`config.mk`:
```
export PLATFORM = sky130hd
export DESIGN_NAME = sbox_ddt_row_scanner_flat
export DESIGN_NICKNAME = d
export VERILOG_FILES = /design/src/rtl/sbox_ddt_row_scanner_if.sv /design/src/rtl/sbox_ddt_row_scanner.sv /design/src/flat_wrapper.sv
export SDC_FILE = /design/constraint.sdc
export NUM_CORES = 2
export LEC_CHECK = 0
export CAP_MARGIN = 25
export CORE_UTILIZATION = 32
export CTS_BUF_LIST = sky130_fd_sc_hd__clkbuf_16
export CTS_CLUSTER_DIAMETER = 40
export DETAILED_ROUTE_END_ITERATION = 6
export DONT_BUFFER_PORTS = 1
export PLACE_DENSITY = 0.58
export REMOVE_ABC_BUFFERS = 1
export SKIP_LAST_GASP = 1
export SLEW_MARGIN = 25
export SYNTH_ARGS = -nofsm -noshare
export SYNTH_HDL_FRONTEND = slang
export SYNTH_SLANG_ARGS = --single-unit
```
`constraint.sdc`:
```
create_clock -name clk -period 24.9 [get_ports clk]
set_clock_uncertainty 0.05 [all_clocks]
set_input_delay 2.49 -clock clk [delete_from_list [all_inputs] [get_ports clk]]
set_output_delay 2.49 -clock clk [all_outputs]
set_load 0.005 [all_outputs]
```
`src/rtl/sbox_ddt_row_scanner_if.sv`:
```
// Bus between the DDT row scanner and its host: control handshake, S-box
// evaluator pair connection and result/readback signals.
interface sbox_ddt_row_scanner_if #(
  parameter int WIDTH = 6,
  parameter int CW    = WIDTH + 1
);
  logic             start;
  logic [WIDTH-1:0] delta;
  logic             busy;
  logic             done;
  logic [WIDTH-1:0] sbox_x0;
  logic [WIDTH-1:0] sbox_x1;
  logic [WIDTH-1:0] sbox_y0;
  logic [WIDTH-1:0] sbox_y1;
  logic [CW-1:0]    max_count;
  logic [WIDTH-1:0] max_diff;
  logic [WIDTH-1:0] rd_addr;
  logic [CW-1:0]    rd_count;

  modport master (
    output start, delta, sbox_y0, sbox_y1, rd_addr,
    input  busy, done, sbox_x0, sbox_x1, max_count, max_diff, rd_count
  );

  modport slave (
    input  start, delta, sbox_y0, sbox_y1, rd_addr,
    output busy, done, sbox_x0, sbox_x1, max_count, max_diff, rd_count
  );
endinterface

```
`src/rtl/sbox_ddt_row_scanner.sv`:
```
// Computes one difference-distribution-table row of an external S-box pair
// for a captured input difference, then scans it for the maximum entry.
module sbox_ddt_row_scanner #(
  parameter int WIDTH = 6,
  parameter int CW    = WIDTH + 1
) (
  input logic                  clk,
  input logic                  rst,
  sbox_ddt_row_scanner_if.slave bus
);
  localparam int               ENTRIES = 1 << WIDTH;
  localparam logic [WIDTH-1:0] LAST    = WIDTH'(ENTRIES - 1);

  typedef enum logic [2:0] {IDLE, SWEEP, DRAIN, SCAN, DONE} state_t;

  state_t                      state_q;
  logic [WIDTH-1:0]            delta_q;
  logic [WIDTH-1:0]            idx_q;
  logic [WIDTH-1:0]            x0_q;
  logic [WIDTH-1:0]            x1_q;
  logic [WIDTH-1:0]            d_q;
  logic                        vld_q;
  logic                        busy_q;
  logic                        done_q;
  logic [ENTRIES-1:0][CW-1:0]  cnt_q;
  logic [CW-1:0]               best_q;
  logic [WIDTH-1:0]            best_idx_q;
  logic [CW-1:0]               max_count_q;
  logic [WIDTH-1:0]            max_diff_q;

  logic [WIDTH-1:0]            idx_d;
  logic [WIDTH-1:0]            diff_d;
  logic [CW-1:0]               scan_cnt;
  logic                        scan_gt;

  function automatic logic [CW-1:0] sat_inc(input logic [CW-1:0] c);
    return (c >= CW'(ENTRIES)) ? c : c + CW'(1);
  endfunction

  always_comb begin
    idx_d    = idx_q + WIDTH'(1);
    diff_d   = bus.sbox_y0 ^ bus.sbox_y1;
    scan_cnt = cnt_q[idx_q];
    scan_gt  = scan_cnt > best_q;
  end

  always_ff @(posedge clk or posedge rst) begin
    if (rst) begin
      state_q     <= IDLE;
      delta_q     <= '0;
      idx_q       <= '0;
      x0_q        <= '0;
      x1_q        <= '0;
      d_q         <= '0;
      vld_q       <= 1'b0;
      busy_q      <= 1'b0;
      done_q      <= 1'b0;
      cnt_q       <= '0;
      best_q      <= '0;
      best_idx_q  <= '0;
      max_count_q <= '0;
      max_diff_q  <= '0;
    end else begin
      // Histogram stage: the difference registered last cycle lands in its bin.
      // vld_q is never set in IDLE, so this cannot collide with the clear.
      if (vld_q) cnt_q[d_q] <= sat_inc(cnt_q[d_q]);

      case (state_q)
        IDLE: begin
          if (bus.start) begin
            delta_q     <= bus.delta;
            cnt_q       <= '0;
            idx_q       <= '0;
            x0_q        <= '0;
            x1_q        <= bus.delta;
            busy_q      <= 1'b1;
            max_count_q <= '0;
            max_diff_q  <= '0;
            state_q     <= SWEEP;
          end
        end
        SWEEP: begin
          // Sample stage: capture the output difference for the index on the S-boxes.
          d_q   <= diff_d;
          vld_q <= 1'b1;
          if (idx_q == LAST) begin
            state_q <= DRAIN;
          end else begin
            idx_q <= idx_d;
            x0_q  <= idx_d;
            x1_q  <= idx_d ^ delta_q;
          end
        end
        DRAIN: begin
          vld_q      <= 1'b0;
          idx_q      <= '0;
          best_q     <= '0;
          best_idx_q <= '0;
          state_q    <= SCAN;
        end
        SCAN: begin
          // Strict compare keeps the lowest index among equal maxima.
          if (scan_gt) begin
            best_q     <= scan_cnt;
            best_idx_q <= idx_q;
          end
          if (idx_q == LAST) begin
            max_count_q <= scan_gt ? scan_cnt : best_q;
            max_diff_q  <= scan_gt ? idx_q : best_idx_q;
            done_q      <= 1'b1;
            state_q     <= DONE;
          end else begin
            idx_q <= idx_d;
          end
        end
        DONE: begin
          done_q  <= 1'b0;
          busy_q  <= 1'b0;
          state_q <= IDLE;
        end
        default: state_q <= IDLE;
      endcase
    end
  end

  assign bus.busy      = busy_q;
  assign bus.done      = done_q;
  assign bus.sbox_x0   = x0_q;
  assign bus.sbox_x1   = x1_q;
  assign bus.max_count = max_count_q;
  assign bus.max_diff  = max_diff_q;
  assign bus.rd_count  = cnt_q[bus.rd_addr];
endmodule

```
`src/flat_wrapper.sv`:
```
// flat-port wrapper written by rule: the top's interface ports become plain ports
module sbox_ddt_row_scanner_flat 
#(
  parameter int WIDTH = 6,
  parameter int CW    = WIDTH + 1
)
  (clk, rst, bus_start, bus_delta, bus_sbox_y0, bus_sbox_y1, bus_rd_addr, bus_busy, bus_done, bus_sbox_x0, bus_sbox_x1, bus_max_count, bus_max_diff, bus_rd_count);
  sbox_ddt_row_scanner_if #(.WIDTH(WIDTH), .CW(CW)) bus_i ();
  input logic clk;
  input logic rst;
  input wire logic [$bits(bus_i.start)-1:0] bus_start;
  input wire logic [$bits(bus_i.delta)-1:0] bus_delta;
  input wire logic [$bits(bus_i.sbox_y0)-1:0] bus_sbox_y0;
  input wire logic [$bits(bus_i.sbox_y1)-1:0] bus_sbox_y1;
  input wire logic [$bits(bus_i.rd_addr)-1:0] bus_rd_addr;
  output wire logic [$bits(bus_i.busy)-1:0] bus_busy;
  output wire logic [$bits(bus_i.done)-1:0] bus_done;
  output wire logic [$bits(bus_i.sbox_x0)-1:0] bus_sbox_x0;
  output wire logic [$bits(bus_i.sbox_x1)-1:0] bus_sbox_x1;
  output wire logic [$bits(bus_i.max_count)-1:0] bus_max_count;
  output wire logic [$bits(bus_i.max_diff)-1:0] bus_max_diff;
  output wire logic [$bits(bus_i.rd_count)-1:0] bus_rd_count;
  assign bus_i.start = bus_start;
  assign bus_i.delta = bus_delta;
  assign bus_i.sbox_y0 = bus_sbox_y0;
  assign bus_i.sbox_y1 = bus_sbox_y1;
  assign bus_i.rd_addr = bus_rd_addr;
  assign bus_busy = bus_i.busy;
  assign bus_done = bus_i.done;
  assign bus_sbox_x0 = bus_i.sbox_x0;
  assign bus_sbox_x1 = bus_i.sbox_x1;
  assign bus_max_count = bus_i.max_count;
  assign bus_max_diff = bus_i.max_diff;
  assign bus_rd_count = bus_i.rd_count;
  sbox_ddt_row_scanner #(.WIDTH(WIDTH), .CW(CW)) u_core (.clk(clk), .rst(rst), .bus(bus_i));
endmodule
```
# After elaboration in Yosys (flattened, before gate mapping)
# Cells that the tools add are included.
# word_totals
regBits	510
input_bits	27
# classes
n_addsub	2
order_cmp	6
n_eq_ne	10
muxes	38
n_bitwise	2
n_reduce_logical	17
# op_table
operator	count
$mux W448	3
$bwmux W448	1
$bmux W7 S6	3
$mux W7	8
$pmux W6 S2	4
$demux W7 S6	1
$mux W6	6
$pmux W7 S2	2
$lt A6 B7 Y1 const B	3
$pmux W6 S3	1
$pmux W3 S4	1
$reduce_and A3 Y1	4
$reduce_bool A2 Y1	6
$xor A6 B6 Y6	2
$mux W3	3
$add A7 B1 Y7 const B	1
$ge A7 B7 Y1 const B	1
$gt A7 B7 Y1	1
$add A6 B1 Y6 const B	1
$eq A3 B2 Y1 const B	2
$eq A6 B6 Y1 const B	1
$ge A6 B1 Y1 const B	1
$ne A2 B2 Y1 const B	3
$pmux W1 S2	3
other kinds (9)	13

# Depth between registers and ports, before layout
# depth
ltp_word	8
mapped_depth	20
ltp_nobuf	16

# Least setup slack after synthesis
# Ideal clock, no wire load.
# synth_path
path_kind	input to output
start	input port bus_rd_addr[0]
end	output port bus_rd_count[0]
arrival_time_ns	4.984
required_ns	22.360
setup_slack_ns	17.376
path_stages	6
path_buffers	3
cell_sequence	clkbuf_1 buf_1 buf_1 mux4_2 mux4_2 mux4_2
# synth_via
elab_chain_len	2
# synth_rtl
element	line	text
from (decl)	flat_wrapper.sv:15	input wire logic [$bits(bus_i.rd_addr)-1:0] bus_rd_addr;
$bmux W7 S6	sbox_ddt_row_scanner.sv:132	assign bus.rd_count = cnt_q[bus.rd_addr];
$mux W7 (not written as such)	sbox_ddt_row_scanner.sv:132	
to (decl)	flat_wrapper.sv:22	output wire logic [$bits(bus_i.rd_count)-1:0] bus_rd_count;
# Every way passes these cells. The select of a mux whose other input is x is not followed.

# Final worst setup path
# layout_path
start	input port bus_rd_addr[0]
end	output port bus_rd_count[2]
# Same word-level chain as after synthesis.

==> run summary <==
status -> finished, violations left
failing checks -> DRC
Initial DRT Pass Iterations -> 7
slew at the pin closest to its max-slew limit -> 1.29 ns
Pwr Density -> 161 nW/um^2
Root Driver -> clkbuf_16
GRT Total Usage -> 0.270
H-tree Lvls -> 3
Num CTS Buffers -> 98
Startpoint Class -> primary input
Tot Pwr -> 5.96 mW
Post-synth EDFFs -> 0
Routed WL -> 142 mm
met1 WL -> 52.5 mm
Final setup violation count -> 0
pre-CTS setup slack -> 18.08 ns
r2r worst-path depth -> 11
Slowest cell on crit path -> mux4_2
CP arrival -> 4.38 ns
Ys Warns -> 0
Die Area -> 104000 um^2
Leakage -> 14.6 nW
die width -> 322 um
peak supply drop -> 0.000217 V
Most Frequent Cell on Critical Path -> mux4_2
grt total ovfl -> 0
layout cell share with drive strength beyond 1 -> 0.181
antenna-violating nets left -> 0
CTS tree -> done
synthesized area -> 32800 um^2
GPL Wtd Cong -> 0.991
first-pass GRT wire length -> 205 mm
commonest non-fill, non-tap cells in the layout -> 567 x nand2_1, 504 x dfrtp_1, 335 x a21oi_1
design area -> 37100 um^2
critical path depth -> 3
initial antenna violation count -> 6
Port Buf Inserts -> 0
CTS sink count -> 510
main flop type after synthesis -> dfrtp_1
DP HPWL -> 91.9 mm
Max Slew Vio Count -> 0
CP Class -> in -> out
Via-to-Cell Ratio -> 6.51
Die H -> 322 um
crit path buf inv count -> 0
leading cell type in the layout, fill and taps excluded -> nand2_1
I/O pin count -> 61
top sig layer -> met5
Setup crit end kind -> output port
vias in the first global route -> 28600
Worst Path Max Fanout -> 112
FF+latch count, synth -> 510
Clock Path Buffers -> 3
HP Class -> reg -> reg
WL/cell -> 30.3 um
Hold Crit Depth -> 2
register area share after synthesis -> 0.389
Tmin final -> 6.92 ns
Post-DP Area -> 33700 um^2
Avg Inst Size Synth -> 9.78 um^2
DRC viols -> 5
initial core utilization -> 0.323
fin crit share -> 0.278
Slew headroom -> 0.139
CORE AREA -> 102000 um^2
Max Cap Viol -> 0
area grow syn2layout -> 13.0%
clk slew on worst S/H paths -> 0.05 ns
NumNets Final -> 3264
met3 wire len -> 20.7 mm
Fmax -> 0.145 GHz
Post-CTS Setup Bufs -> 0
Async SR Flop Fraction -> 1.00
CTS Hold Bufs -> 0
Final WS setup -> 17.98 ns
post-CTS sizing -> 0
synthesized netlist cell count -> 3357
worst skew pair latency -> 0.69 ns
Post-Route Utilization -> 0.365
hold violation count in the final report -> 0
row count -> 117
vias -> 30500
Synth cell types -> 74
metal2 WL -> 59.1 mm
CP required -> 22.36 ns
CP cell instances -> mux4_2 > mux4_2 > mux4_2
CP delay by family, top -> multiplexers
Initial DRC Count -> 4698
total negative slack -> 0 ns
worst stage delay on the critical path -> 0.63 ns
largest net degree at the start of global routing -> 160
unrepaired setup endpoints after global routing -> no
-- cell usage after synthesis, drive strengths merged, types with 17 or more instances --
cell      n  area (um^2)
o22ai    44          275
a21oi   335         1680
clkbuf  172          646
mux4    258         5810
nand3   212         1060
a22o     23          201
nand2   567         2130
nor3    199         1000
o221ai   30          263
mux2i   156         1560
a211oi   26          208
buf     129          806
mux2     44          495
a22oi    24          180
inv      17         63.8
o21ai   308         1690
a221oi   31          272
dfrtp   510        12800
nor2    121          457
-- final cells by class --
class / count / area [um^2]
fill: 10100 / 64600
antenna: 1 / 2.50
clock inverter: 81 / 812
multi-input combinational: 2528 / 18700
inverter: 18 / 75.1
tap: 1368 / 1710
sequential: 510 / 12800
timing repair buffer: 71 / 602
clock buffer: 98 / 2450
-- registers in the layout, indices dropped and copies added, names as in the netlist --
name and flops:
u_core.bus.done 1, u_core.vld_q 1, u_core.bus.max_diff 6, u_core.bus.max_count 7
u_core.idx_q 6, u_core.state_q 3, u_core.best_idx_q 6, u_core.d_q 6
u_core.bus.sbox_x0 6, u_core.best_q 7, u_core.delta_q 6, u_core.bus.busy 1
u_core.cnt_q 448, u_core.bus.sbox_x1 6
-- worst paths after layout --
| kind | startpoint | end | slack [ns] |
|---|---|---|---|
| max | bus_rd_addr[0] | bus_rd_count[2] | 17.98 |
| min | u_core.delta_q[2] | u_core.delta_q[2] | 0.44 |
| max reg2reg | u_core.d_q[0] | u_core.cnt_q[186] | 18.16 |
| min reg2reg | u_core.delta_q[2] | u_core.delta_q[2] | 0.44 |
| max in group asynchronous | rst | u_core.cnt_q[405] | 20.93 |
| min in group asynchronous | rst | u_core.cnt_q[14] | 1.71 |
-- where the power goes --
| part | internal [mW] | leakage [nW] | switching, mW | total, mW |
|---|---|---|---|---|
| Sequential | 1.18 | 6.50 | 0.541 | 1.72 |
| Combinational | 1.07 | 6.50 | 1.86 | 2.93 |
| Clock | 0.803 | 1.62 | 0.505 | 1.31 |
| Total | 3.06 | 14.6 | 2.90 | 5.96 |
-- per-layer routing --
layer / global-route usage / vias up
met5: 0.00139 / -
met4: 0.157 / 8
met3: 0.104 / 536
met2: 0.382 / 2357
met1: 0.348 / 15200
li1: - / 12400
-- cells by family (layout without fill, tap and decap cells) --
family	count (synthesis)	after routing	share of synthesized area
flip-flops	510	510	0.389
AO/OA/AOI/OAI	878	878	0.160
other	0	1	0
AND/OR/NAND/NOR	1163	1163	0.156
XOR/XNOR	19	19	0.00530
buffers and inverters	319	268	0.0463
adder cells (fa/ha/maj)	10	10	0.00381
multiplexers	458	458	0.240
-- worst min-delay path: stages (launching register included) --
cell	delay, ns
dfrtp_1	0.35
nand2_1	0.05
nand2_1	0.06
-- per-stage QoR --
stage | hold slack (ns) | instances
6_report | 0.441 | 4675
5_1_grt | 0.467 | 4674
4_1_cts | 0.444 | 4671
3_5_place_dp | 0.432 | 4492
3_3_place_gp | 0.426 | 4492
2_1_floorplan | 0.416 | 3056
Note: power is estimated with default switching activity, not from simulation.
